**config.mk**
```make
export PLATFORM = sky130hd
export DESIGN_NAME = weight_col_feeder_flat
export DESIGN_NICKNAME = d
export VERILOG_FILES = /design/src/rtl/spiketpu_pkg.sv /design/src/rtl/weight_col_feeder_if.sv /design/src/rtl/weight_col_feeder.sv /design/src/flat_wrapper.sv
export SDC_FILE = /design/constraint.sdc
export NUM_CORES = 1
export LEC_CHECK = 0
export ABC_AREA = 1
export CORE_ASPECT_RATIO = 0.6
export CORE_MARGIN = 5
export CORE_UTILIZATION = 52
export CTS_BUF_LIST = sky130_fd_sc_hd__clkbuf_8
export CTS_CLUSTER_DIAMETER = 60
export DETAILED_ROUTE_END_ITERATION = 6
export PLACE_DENSITY_LB_ADDON = 0.3
export SKIP_LAST_GASP = 1
export SLEW_MARGIN = 20
export SYNTH_ARGS = -nofsm -noshare
export SYNTH_HDL_FRONTEND = slang
export SYNTH_SLANG_ARGS = --single-unit
```
**constraint.sdc**
```tcl
create_clock -name clk -period 1.71 [get_ports clk]
set_clock_uncertainty 0.2 [all_clocks]
set_input_delay 0.171 -clock clk [delete_from_list [all_inputs] [get_ports clk]]
set_output_delay 0.171 -clock clk [all_outputs]
set_load 0.1 [all_outputs]
```
**src/rtl/spiketpu_pkg.sv**
```systemverilog
// Shared spike TPU definitions: weight-path defaults and the column feeder state encoding.
package spiketpu_pkg;

  localparam int unsigned DEFAULT_DATA_WIDTH = 1;
  localparam int unsigned DEFAULT_ROWS       = 8;
  localparam int unsigned DEFAULT_TILE_W     = 8;

  typedef enum logic [2:0] {
    FEED_IDLE,
    FEED_FETCH,
    FEED_WAIT_PE,
    FEED_LOAD,
    FEED_DONE
  } feeder_state_e;

endpackage

```
**src/rtl/weight_col_feeder_if.sv**
```systemverilog
// Feeder bus: controller handshake, weight FIFO read side and PE column load side.
interface weight_col_feeder_if
  import spiketpu_pkg::*;
#(
  parameter int unsigned DATA_WIDTH = DEFAULT_DATA_WIDTH,
  parameter int unsigned TILE_W     = DEFAULT_TILE_W
);
  logic                  start;
  logic                  abort;
  logic [TILE_W-1:0]     n_tiles;
  logic                  busy;
  logic                  done;
  logic                  fifo_r_en;
  logic                  fifo_empty;
  logic [DATA_WIDTH-1:0] fifo_data;
  logic                  pe_ready;
  logic                  w_shift;
  logic [DATA_WIDTH-1:0] w_data;
  logic                  w_load;

  // master is the feeder; slave is the controller/FIFO/column side
  modport master (
    input  start, abort, n_tiles, fifo_empty, fifo_data, pe_ready,
    output busy, done, fifo_r_en, w_shift, w_data, w_load
  );

  modport slave (
    output start, abort, n_tiles, fifo_empty, fifo_data, pe_ready,
    input  busy, done, fifo_r_en, w_shift, w_data, w_load
  );
endinterface

```
**src/rtl/weight_col_feeder.sv**
```systemverilog
// Pops ROWS weights per tile from the weight FIFO, shifts them down a PE column,
// then strobes w_load; repeats for n_tiles under a start/busy/done handshake.
module weight_col_feeder
  import spiketpu_pkg::*;
#(
  parameter int unsigned DATA_WIDTH = DEFAULT_DATA_WIDTH,
  parameter int unsigned ROWS       = DEFAULT_ROWS,
  parameter int unsigned TILE_W     = DEFAULT_TILE_W
) (
  input  logic                clk,
  input  logic                rstn,
  weight_col_feeder_if.master bus
);

  localparam int unsigned CW = $clog2(ROWS + 1);

  feeder_state_e state_q, state_d;

  logic [TILE_W-1:0]     tiles_q;
  logic [TILE_W-1:0]     tile_cnt;
  logic [CW-1:0]         issue_cnt;
  logic [CW-1:0]         shift_cnt;
  logic                  rd_pend;

  logic                  busy_q;
  logic                  done_q;
  logic                  w_shift_q;
  logic [DATA_WIDTH-1:0] w_data_q;
  logic                  w_load_q;

  logic rd_acc_c;
  logic start_ok_c;
  logic start_zero_c;
  logic shift_c;
  logic last_shift_c;
  logic last_tile_c;
  logic tile_done_c;

  // A pending read whose data lands in an abort cycle is dropped
  assign shift_c      = rd_pend && !bus.abort;
  // Leave FETCH as the final weight is registered so w_load trails it by one cycle
  assign last_shift_c = rd_pend && (shift_cnt == CW'(ROWS - 1));
  assign last_tile_c  = ((tile_cnt + TILE_W'(1)) == tiles_q);
  assign tile_done_c  = (state_q == FEED_LOAD) && !bus.abort;

  // State register
  always_ff @(posedge clk or negedge rstn) begin
    if (!rstn) state_q <= FEED_IDLE;
    else       state_q <= state_d;
  end

  // Next state and read issue
  always_comb begin
    state_d      = state_q;
    rd_acc_c     = 1'b0;
    start_ok_c   = 1'b0;
    start_zero_c = 1'b0;
    case (state_q)
      FEED_IDLE: begin
        if (bus.start) begin
          if (bus.n_tiles != '0) begin
            start_ok_c = 1'b1;
            state_d    = FEED_FETCH;
          end else begin
            start_zero_c = 1'b1;
          end
        end
      end
      FEED_FETCH: begin
        rd_acc_c = !bus.fifo_empty && (issue_cnt < CW'(ROWS));
        if (last_shift_c) state_d = FEED_WAIT_PE;
      end
      FEED_WAIT_PE: begin
        if (bus.pe_ready) state_d = FEED_LOAD;
      end
      FEED_LOAD: begin
        state_d = last_tile_c ? FEED_DONE : FEED_FETCH;
      end
      FEED_DONE: begin
        state_d = FEED_IDLE;
      end
      default: begin
        state_d = FEED_IDLE;
      end
    endcase
    if (bus.abort && (state_q != FEED_IDLE)) begin
      state_d  = FEED_IDLE;
      rd_acc_c = 1'b0;
    end
  end

  // Counters and registered outputs
  always_ff @(posedge clk or negedge rstn) begin
    if (!rstn) begin
      tiles_q   <= '0;
      tile_cnt  <= '0;
      issue_cnt <= '0;
      shift_cnt <= '0;
      rd_pend   <= 1'b0;
      busy_q    <= 1'b0;
      done_q    <= 1'b0;
      w_shift_q <= 1'b0;
      w_data_q  <= '0;
      w_load_q  <= 1'b0;
    end else begin
      busy_q    <= (state_d != FEED_IDLE);
      done_q    <= (state_d == FEED_DONE) || start_zero_c;
      w_load_q  <= (state_d == FEED_LOAD);
      w_shift_q <= shift_c;
      rd_pend   <= rd_acc_c;
      if (shift_c) w_data_q <= bus.fifo_data;

      if (start_ok_c) begin
        tiles_q   <= bus.n_tiles;
        tile_cnt  <= '0;
        issue_cnt <= '0;
        shift_cnt <= '0;
      end else if (tile_done_c) begin
        tile_cnt  <= tile_cnt + TILE_W'(1);
        issue_cnt <= '0;
        shift_cnt <= '0;
      end else begin
        if (rd_acc_c) issue_cnt <= issue_cnt + CW'(1);
        if (shift_c)  shift_cnt <= shift_cnt + CW'(1);
      end
    end
  end

  assign bus.busy      = busy_q;
  assign bus.done      = done_q;
  assign bus.fifo_r_en = rd_acc_c;
  assign bus.w_shift   = w_shift_q;
  assign bus.w_data    = w_data_q;
  assign bus.w_load    = w_load_q;

endmodule

```
**src/flat_wrapper.sv**
```systemverilog
// flat-port wrapper written by rule: the top's interface ports become plain ports
module weight_col_feeder_flat import spiketpu_pkg::*;
#(
  parameter int unsigned DATA_WIDTH = DEFAULT_DATA_WIDTH,
  parameter int unsigned ROWS       = DEFAULT_ROWS,
  parameter int unsigned TILE_W     = DEFAULT_TILE_W
)
  (clk, rstn, bus_start, bus_abort, bus_n_tiles, bus_fifo_empty, bus_fifo_data, bus_pe_ready, bus_busy, bus_done, bus_fifo_r_en, bus_w_shift, bus_w_data, bus_w_load);
  weight_col_feeder_if #(.DATA_WIDTH(DATA_WIDTH), .TILE_W(TILE_W)) bus_i ();
  input  logic clk;
  input  logic rstn;
  input wire logic [$bits(bus_i.start)-1:0] bus_start;
  input wire logic [$bits(bus_i.abort)-1:0] bus_abort;
  input wire logic [$bits(bus_i.n_tiles)-1:0] bus_n_tiles;
  input wire logic [$bits(bus_i.fifo_empty)-1:0] bus_fifo_empty;
  input wire logic [$bits(bus_i.fifo_data)-1:0] bus_fifo_data;
  input wire logic [$bits(bus_i.pe_ready)-1:0] bus_pe_ready;
  output wire logic [$bits(bus_i.busy)-1:0] bus_busy;
  output wire logic [$bits(bus_i.done)-1:0] bus_done;
  output wire logic [$bits(bus_i.fifo_r_en)-1:0] bus_fifo_r_en;
  output wire logic [$bits(bus_i.w_shift)-1:0] bus_w_shift;
  output wire logic [$bits(bus_i.w_data)-1:0] bus_w_data;
  output wire logic [$bits(bus_i.w_load)-1:0] bus_w_load;
  assign bus_i.start = bus_start;
  assign bus_i.abort = bus_abort;
  assign bus_i.n_tiles = bus_n_tiles;
  assign bus_i.fifo_empty = bus_fifo_empty;
  assign bus_i.fifo_data = bus_fifo_data;
  assign bus_i.pe_ready = bus_pe_ready;
  assign bus_busy = bus_i.busy;
  assign bus_done = bus_i.done;
  assign bus_fifo_r_en = bus_i.fifo_r_en;
  assign bus_w_shift = bus_i.w_shift;
  assign bus_w_data = bus_i.w_data;
  assign bus_w_load = bus_i.w_load;
  weight_col_feeder #(.DATA_WIDTH(DATA_WIDTH), .ROWS(ROWS), .TILE_W(TILE_W)) u_core (.clk(clk), .rstn(rstn), .bus(bus_i));
endmodule
```
-- After elaboration in Yosys (flattened, before gate mapping)
Cells that the tools add are included.
- bits in registers: 33
- input port bits: 15
- output and inout bits: 6
- logic and storage cells: 60
- $add $sub $neg: 3
- order comparisons: 1
- eq/ne operators: 7
- muxes and demuxes: 23
- reductions and logical operators: 15
- operator list (cell ; number):
    $mux W4 ; 6
    $mux W3 ; 6
    $mux W8 ; 2
    $pmux W3 S4 ; 1
    $reduce_bool A3 Y1 ; 4
    $eq A3 B2 Y1 const B ; 3
    $add A4 B1 Y4 const B ; 2
    $add A8 B1 Y8 const B ; 1
    $eq A8 B8 Y1 ; 1
    $mux W1 ; 8
    $reduce_bool A8 Y1 ; 1
    $logic_and A1 B1 Y1 ; 5
    $eq A4 B3 Y1 const B ; 1
    $lt A4 B4 Y1 const B ; 1
    $eq A3 B1 Y1 const B ; 1
    $eq A3 B3 Y1 const B ; 1
    $logic_not A3 Y1 ; 1
    $logic_not A1 Y1 ; 2
    $reduce_bool A2 Y1 ; 1
    $logic_or A1 B1 Y1 ; 1

-- Longest topological paths before layout
Gate-level depths: netlist of the first run.
- depth after elaboration: 7
- gate-level depth with buffers: 14

-- Least setup slack after synthesis of the first run
No wires, ideal clock.
- kind: register to register
- start: register u_core.state_q[2]
- end: register u_core.issue_cnt[1]
- arrival time: 1839 ps
- setup slack: -451 ps
- stages on the path, launching flop included: 11
- buffers on the path: 0
- path through: dfrtp_1 > nor2_1 > nand2_1 > inv_1 > nor2_1 > inv_1 > nand2_1 > inv_1 > nor2_1 > a22oi_1 > inv_1
- cells in the longest elaborated chain, start to end: 4
- elaborated cells on any way between the ends: 12
- classes of those cells: eq/ne: 2; mux: 5; reduce/logical: 5
- ends and longest elaborated chain (item ; RTL line ; text):
    start, declared ; weight_col_feeder.sv:17 ; feeder_state_e state_q, state_d;
    start signal, assigned ; weight_col_feeder.sv:49 ; else state_q <= state_d;
    $eq A3 B1 Y1 or $reduce_bool A3 Y1 (tied branches) ; weight_col_feeder.sv:58, weight_col_feeder.sv:86 ;
    $mux W1 or $logic_and A1 B1 Y1 (tied branches) ; weight_col_feeder.sv:58, weight_col_feeder.sv:86 ;
    $mux W1 (*) ; weight_col_feeder.sv:86 ; if (bus.abort && (state_q != FEED_IDLE)) begin
    net bus_fifo_r_en ; flat_wrapper.sv:20 ; output wire logic [$bits(bus_i.fifo_r_en)-1:0] bus_fifo_r_en;
    $reduce_bool A3 Y1 (no source line) (*) ; - ;
    end signal, assigned ; weight_col_feeder.sv:123 ; if (rd_acc_c) issue_cnt <= issue_cnt + CW'(1);
    end, declared ; weight_col_feeder.sv:21 ; logic [CW-1:0] issue_cnt;
The timed path passes the listed nets; every way through them passes the cells marked *.
A chain may end at the register's enable or synchronous reset.

-- Final worst setup path of the first run
- start: register u_core.tile_cnt[1]
- end: register u_core.done_q, in the netlist u_core.bus.done
- cells in the longest elaborated chain, start to end: 7
- ends and longest elaborated chain (item ; RTL line ; text):
    start, declared ; weight_col_feeder.sv:20 ; logic [TILE_W-1:0] tile_cnt;
    start signal, assigned ; weight_col_feeder.sv:119 ; tile_cnt <= tile_cnt + TILE_W'(1);
    $add A8 B1 Y8 ; weight_col_feeder.sv:43 ; assign last_tile_c = ((tile_cnt + TILE_W'(1)) == tiles_q);
    $eq A8 B8 Y1 ; weight_col_feeder.sv:43 ;
    $mux W3 ; weight_col_feeder.sv:77 ; state_d = last_tile_c ? FEED_DONE : FEED_FETCH;
    $pmux W3 S4 ; weight_col_feeder.sv:58 ; case (state_q)
    $mux W3 ; weight_col_feeder.sv:86 ;
    net u_core.state_d[2] ; weight_col_feeder.sv:17 ;
    $eq A3 B3 Y1 ; weight_col_feeder.sv:107 ; done_q <= (state_d == FEED_DONE) || start_zero_c;
    $logic_or A1 B1 Y1 ; weight_col_feeder.sv:107 ;
    end signal, assigned ; weight_col_feeder.sv:107 ;
    end, declared ; weight_col_feeder.sv:26 ; logic done_q;
The timed path passes the listed nets, and every way through them passes these cells.

==> impl_metrics.ini, run 1 <==
[setup_path]
path_cells = ha_4 -> xnor2_2 -> nand2_1 -> nor2_1 -> nand3_1 -> nor2_1 -> nand3b_1 -> nor2_2 -> inv_2 -> o31ai_1
cpMaxStageDelayCell = dfrtp_1
cp-startpoint = u_core.tile_cnt[1]$_DFFE_PN0P_
critical_path.max_stage_delay_ns = 0.44
worstSetupEndpointType = flop
rr_worst_depth = 10
worst_ep_required_time_ns = 1.70
crit_path_end = u_core.bus.done$_DFF_PN0_
path_depth = 10
arrival_ns = 2.08
path_buf_inv = 1
r2r_setup_slack_ns = -0.37
crit_path_frequent_cell = nor2_1
cp_top_family = simple AND/OR/NAND/NOR gates
reg2reg_to = u_core.bus.done$_DFF_PN0_
critical_path_class = reg -> reg
rr_startpoint = u_core.tile_cnt[1]$_DFFE_PN0P_
start_kind = flop
cp_max_fo = 3

[cts]
cts_buffers = 5
clockBufferDepth = 2
cts_root_buf = clkbuf_8
clk-insertion-delay-late_ns = 0.29
cts_tree = done
clk_pin_slew_worst_paths_ns = 0.07
cts_hold_buf = 0
htree_levels = 2
cts.sinks = 33

[routing]
vias = 1913
wl_mm = 6.181
firstDrtPassIters = 6
wire_per_inst_um = 18.56
via_per_inst = 5.745
drc = 0
drt_iter0_markers = 281
ant_nets = 0

[synthesis]
yosysTopAreaCell = dfrtp_1
synth_edf_count = 0
synth_compound_area_share_pct = 8.087
ys_types = 30
post_synth_xor_area_fraction_pct = 2.527
synth.mux.area_fraction_pct = 0
synthFlopType = dfrtp_1
synth_cells = 222
post_synth.cell_area_avg_um2 = 7.806
synth_top_area_share_pct = 47.65
synth_top_family_by_area = simple AND/OR/NAND/NOR gates
yosysWarnings = 0
ys_ff_latch = 33
ys_seq_area_share_pct = 47.65
async_reset_ff_share_pct = 100.0
synth_fa_ha_area_share_pct = 2.166
syn_area_mm2 = 0.001733
synthesis.nets = 240
synth-simple-area-share_pct = 30.97
synthTopCellsByArea = dfrtp_1 (48%), nand2_1 (11%), inv_1 (7.6%)

[sta]
max_freq_mhz = 479.9
maxSlewHeadroom_pct = 71.63
fin_ws_ns = -0.3738
min_period_ns = 2.084
hold_viol_final = 0
tightestPinTransition_ns = 0.4256
rsz0062_at_grt = true
drv_slew = 0
setup_violations = 30
fin_crit_sh_pct = 121.9

[grt]
grt_pass1_vias = 1886
grtUsageTotal_pct = 24.63
grt_max_degree = 34
antenna_found_initial = 0
grt_pass1_wl_mm = 8.473
gr-total-overflow = 0

[cells_and_area]
drive_gt1_share_pct = 37.50
fin_area_mm2 = 0.002723
nets = 305
stdcell_count = 333
diodes = 0
area_growth_pct = 57.11

[floorplanning]
fp.dieW_um = 84.53
io_pins = 21
num_rows = 16
die_area_mm2 = 0.004625
die_y_um = 54.72
initial_core_util_pct = 53.77
coreArea_mm2 = 0.003223

[status]
status = finished, violations left
violations = setup timing

[pwr]
irDropWorstVdd_uv = 1294
pwr_density_cell_mw_per_mm2 = 1297
p_leak_nw = 1.362
finalPower_mw = 3.530

[place]
port_buffers = 20
dp.cells = 314
placed_cell_area_mm2 = 0.002293
hpwl_mm = 3.247
gp_congestion = 0.8360

[worst_hold_path]
hold_path.class = in -> async

[flow_run]
maxCapViolations = 0
-- repair_timing --
action	CTS	global route
setup buffers	9	3
hold endpoints to repair	0	0
pin swaps	2	13
setup endpoints to repair	16	27
gates resized for setup	22	42
-- sequential cells by signal, summed over array words and instances, names as in the netlist --
register and flops:
u_core.bus.done 1, u_core.tiles_q 8, u_core.shift_cnt 4, u_core.bus.w_load 1, u_core.tile_cnt 8, u_core.issue_cnt 4, u_core.bus.w_shift 1, u_core.bus.w_data 1
u_core.state_q 3, u_core.bus.busy 1, u_core.rd_pend 1
-- worst min-delay path by stage --
stage / from / endpoint / slack, ns / cells past startpoint
3_3_place_gp: u_core.issue_cnt[1]$_DFFE_PN0P_ / u_core.issue_cnt[1]$_DFFE_PN0P_ / 0.31 / 2
6_report: rstn / u_core.bus.w_load$_DFF_PN0_ / 0.07 / 2
2_1_floorplan: rstn / u_core.bus.busy$_DFF_PN0_ / -0.32 / 0
3_5_place_dp: u_core.tiles_q[1]$_DFFE_PN0P_ / u_core.tiles_q[1]$_DFFE_PN0P_ / 0.32 / 2
4_1_cts: rstn / u_core.bus.w_load$_DFF_PN0_ / 0.09 / 2
5_1_grt: rstn / u_core.bus.w_load$_DFF_PN0_ / 0.13 / 2
-- power by group --
| part | internal [mW] | switching, mW |
|---|---|---|
| Combinational | 0.655 | 0.942 |
| Clock | 0.469 | 0.300 |
| Sequential | 0.961 | 0.203 |
| Total | 2.08 | 1.45 |
-- synth_stat cells, types with 2 or more instances --
| cell | number |
|---|---|
| inv_2 | 2 |
| a22oi_1 | 2 |
| o21ai_0 | 9 |
| ha_1 | 3 |
| nor2_2 | 2 |
| o21ai_1 | 2 |
| nand2_1 | 52 |
| dfrtp_1 | 33 |
| buf_2 | 2 |
| nor2_1 | 26 |
| nand3_1 | 24 |
| nand4_1 | 3 |
| nand2_2 | 2 |
| a21oi_1 | 5 |
| inv_1 | 35 |
| xor2_1 | 4 |
| nor3_1 | 3 |
-- logic make-up (layout without fill, tap and decap cells) --
family | count (synthesis) | in the layout
compound gates | 24 | 24
xor+xnor | 5 | 5
fa+ha+maj | 3 | 3
buf+inv | 39 | 105
flops | 33 | 33
simple gates | 118 | 118
-- metal layers --
layer  track usage (%)  share of wire, %  wire length (µm)  vias up
met3             6.617               9.5               588       31
met5                 0                 0                 0        -
li1                  -                 -                 -      843
met1             27.41                36              2245      912
met2             45.19                51              3132      127
met4             12.37               3.5               215        0
-- final cells by class --
type	instances	area, µm²
multi-input cells	150	968.4
flip-flops and latches	33	828.3
repair buffers	60	603.1
fillers	166	500.5
inverters	37	150.1
clock buffers	6	82.58
well taps	45	56.30
clock inverters	2	33.78
-- placed cells by master, fill, tap and decap left out, drive strengths merged, types with 2 or more instances in the layout --
master          n
nand3          25
clkbuf          6
inv            36
nand2          55
a22oi           2
buf            46
a21oi           5
ha              3
xor2            4
dfrtp          33
nand4           3
nor3            4
o21ai          12
nor2           29
clkdlybuf4s50  14
-- per-stage QoR --
step           hold slack (ns)  setup TNS, ns  setup slack (ns)  utilization [%]
2_1_floorplan          -0.3246        -0.8520           -0.2364                -
3_3_place_gp            0.3132         -2.443           -0.2033            71.16
3_5_place_dp            0.3212         -2.615           -0.2087            71.16
4_1_cts                0.08881         -1.020           -0.1857            79.66
5_1_grt                 0.1301         -5.689           -0.4990            84.47
6_report               0.06925         -4.406           -0.3738            84.47
Power figures use the tool's default switching activity.
==> run 2: changes to the inputs <==
MAX_ROUTING_LAYER = met4   (was not set)
==> run 2 against run 1 <==
Against the previous run: register-to-register slack better by 0.07 ns; sequential power hardly changed; wire length shrank 3.4%; design area decreased by 0.28%; sequential share of layout area up 0.084 points; critical path depth unchanged; the run still ends with setup timing left; clock-buffer cell count is the same; via count up 0.10%; non-clock buffer count down 1; highest routed layer unchanged.
==> impl_metrics.ini, run 2 (same netlist as run 1, synthesis figures left out) <==
[status]
status = finished, violations left
violations = setup timing

[floorplanning]
io_pins = 21
die_area_mm2 = 0.004625
die_y_um = 54.72
initial_core_util_pct = 53.77
fp.dieW_um = 84.53
coreArea_mm2 = 0.003223
num_rows = 16

[grt]
gr-total-overflow = 0
grt_pass1_wl_mm = 8.514
grtUsageTotal_pct = 25.49
grt_pass1_vias = 1903
grt_max_degree = 34
antenna_found_initial = 0

[setup_path]
arrival_ns = 2.01
r2r_setup_slack_ns = -0.31
worstSetupEndpointType = flop
rr_worst_depth = 10
path_cells = ha_4 -> xnor2_2 -> nand2_1 -> nor2_1 -> nand3_1 -> nor2_1 -> nand3b_1 -> nor2_2 -> inv_2 -> o31ai_1
rr_startpoint = u_core.tile_cnt[1]$_DFFE_PN0P_
cpMaxStageDelayCell = dfrtp_1
crit_path_frequent_cell = nor2_1
worst_ep_required_time_ns = 1.70
start_kind = flop
reg2reg_to = u_core.bus.done$_DFF_PN0_
critical_path.max_stage_delay_ns = 0.43
path_buf_inv = 1
cp_top_family = simple AND/OR/NAND/NOR gates
critical_path_class = reg -> reg
cp_max_fo = 3

[sta]
drv_slew = 0
setup_violations = 23
max_freq_mhz = 496.0
fin_crit_sh_pct = 117.9
hold_viol_final = 0
fin_ws_ns = -0.3063
maxSlewHeadroom_pct = 72.02
tightestPinTransition_ns = 0.4197
rsz0062_at_grt = true
min_period_ns = 2.016

[routing]
wire_per_inst_um = 17.98
firstDrtPassIters = 4
via_per_inst = 5.768
wl_mm = 5.970
drc = 0
drt_iter0_markers = 267
vias = 1915
ant_nets = 0

[flow_run]
maxCapViolations = 0

[cells_and_area]
seqCellArea_um2 = 828.3
multi_input_area_um2 = 968.4
drive_gt1_share_pct = 37.28
final_cell_mix = nand2_1 (43), dfrtp_1 (31), inv_1 (30), buf_4 (30), nand3_1 (19)
nets = 304
fillers = 161
diodes = 0
reg_top3 = u_core.tile_cnt x8, u_core.tiles_q x8
layout_commonest_cell = nand2_1
stdcell_count = 332
fin_area_mm2 = 0.002715
area_growth_pct = 56.68

[cts]
clk-insertion-delay-late_ns = 0.29
cts.sinks = 33
cts_tree = done
cts_root_buf = clkbuf_8
clockBufferDepth = 2
clk_pin_slew_worst_paths_ns = 0.07
cts_buffers = 5
htree_levels = 2

[pwr]
irDropWorstVdd_uv = 1222
pwr_density_cell_mw_per_mm2 = 1286
p_leak_nw = 1.357

[place]
placed_cell_area_mm2 = 0.002293
port_buffers = 20
place_ws_ns = -0.2087
hpwl_mm = 3.247
dp.cells = 314
gp_congestion = 0.8490

[worst_hold_path]
hold_path.class = in -> async
==> run 2: worst register-to-register path, cell delays in order (launching register included) <==
cell and delay [ns]:
dfrtp_1 0.43, ha_4 0.31, xnor2_2 0.11, nand2_1 0.08
nor2_1 0.14, nand3_1 0.12, nor2_1 0.10, nand3b_1 0.12
nor2_2 0.19, inv_2 0.06, o31ai_1 0.07
==> run 2: area by class of cell <==
class	count	share of cell area (%)
Multi-Input combinational cell	150	35.67
Sequential cell	33	30.51
Timing Repair Buffer	59	21.94
Inverter	37	5.530
Clock buffer	6	3.041
Tap cell	45	2.074
Clock inverter	2	1.244
==> run 2: timing repair <==
action / CTS / global route
setup endpoints to repair: 16 / 27
gates resized for setup: 22 / 42
setup buffers: 9 / 2
hold buffers: 0 / 0
pin swaps: 2 / 12
==> run 2: where the power goes <==
part / switching, mW / total [mW] / internal [mW]
Combinational: 0.918 / 1.56 / 0.642
Clock: 0.291 / 0.760 / 0.469
Sequential: 0.210 / 1.17 / 0.961
Total: 1.42 / 3.49 / 2.07
==> run 2: worst max-delay path by stage <==
stage | startpoint | end | slack, ns | cells after the start
after CTS | u_core.tile_cnt[1]$_DFFE_PN0P_ | u_core.bus.done$_DFF_PN0_ | -0.19 | 10
after floorplan | u_core.state_q[0]$_DFF_PN0_ | u_core.issue_cnt[2]$_DFFE_PN0P_ | -0.24 | 9
after global routing | u_core.tile_cnt[1]$_DFFE_PN0P_ | u_core.bus.done$_DFF_PN0_ | -0.45 | 13
after detailed placement | bus_n_tiles[3] | u_core.issue_cnt[1]$_DFFE_PN0P_ | -0.21 | 10
final | u_core.tile_cnt[1]$_DFFE_PN0P_ | u_core.bus.done$_DFF_PN0_ | -0.31 | 10
after global placement | bus_n_tiles[7] | u_core.issue_cnt[1]$_DFFE_PN0P_ | -0.20 | 10
==> run 2: per-layer routing <==
metal	share of wire [%]	GRT usage, %	vias to the layer above
li1	-	-	833
met1	37	27.69	907
met2	49	45.19	131
met3	10	6.466	44
met4	4.4	12.63	0
met5	0	-	-
==> run 2: per-stage QoR <==
| step | hold WS (ns) | setup TNS, ns | power [mW] | util [%] |
|---|---|---|---|---|
| after floorplan | -0.3246 | -0.8520 | 1.809 | - |
| after global placement | 0.3132 | -2.443 | 2.269 | 71.16 |
| after detailed placement | 0.3212 | -2.615 | 2.308 | 71.16 |
| after CTS | 0.08881 | -1.020 | 3.217 | 79.66 |
| after global routing | 0.1289 | -4.134 | 3.634 | 84.24 |
| final | 0.07171 | -2.695 | 3.492 | 84.24 |
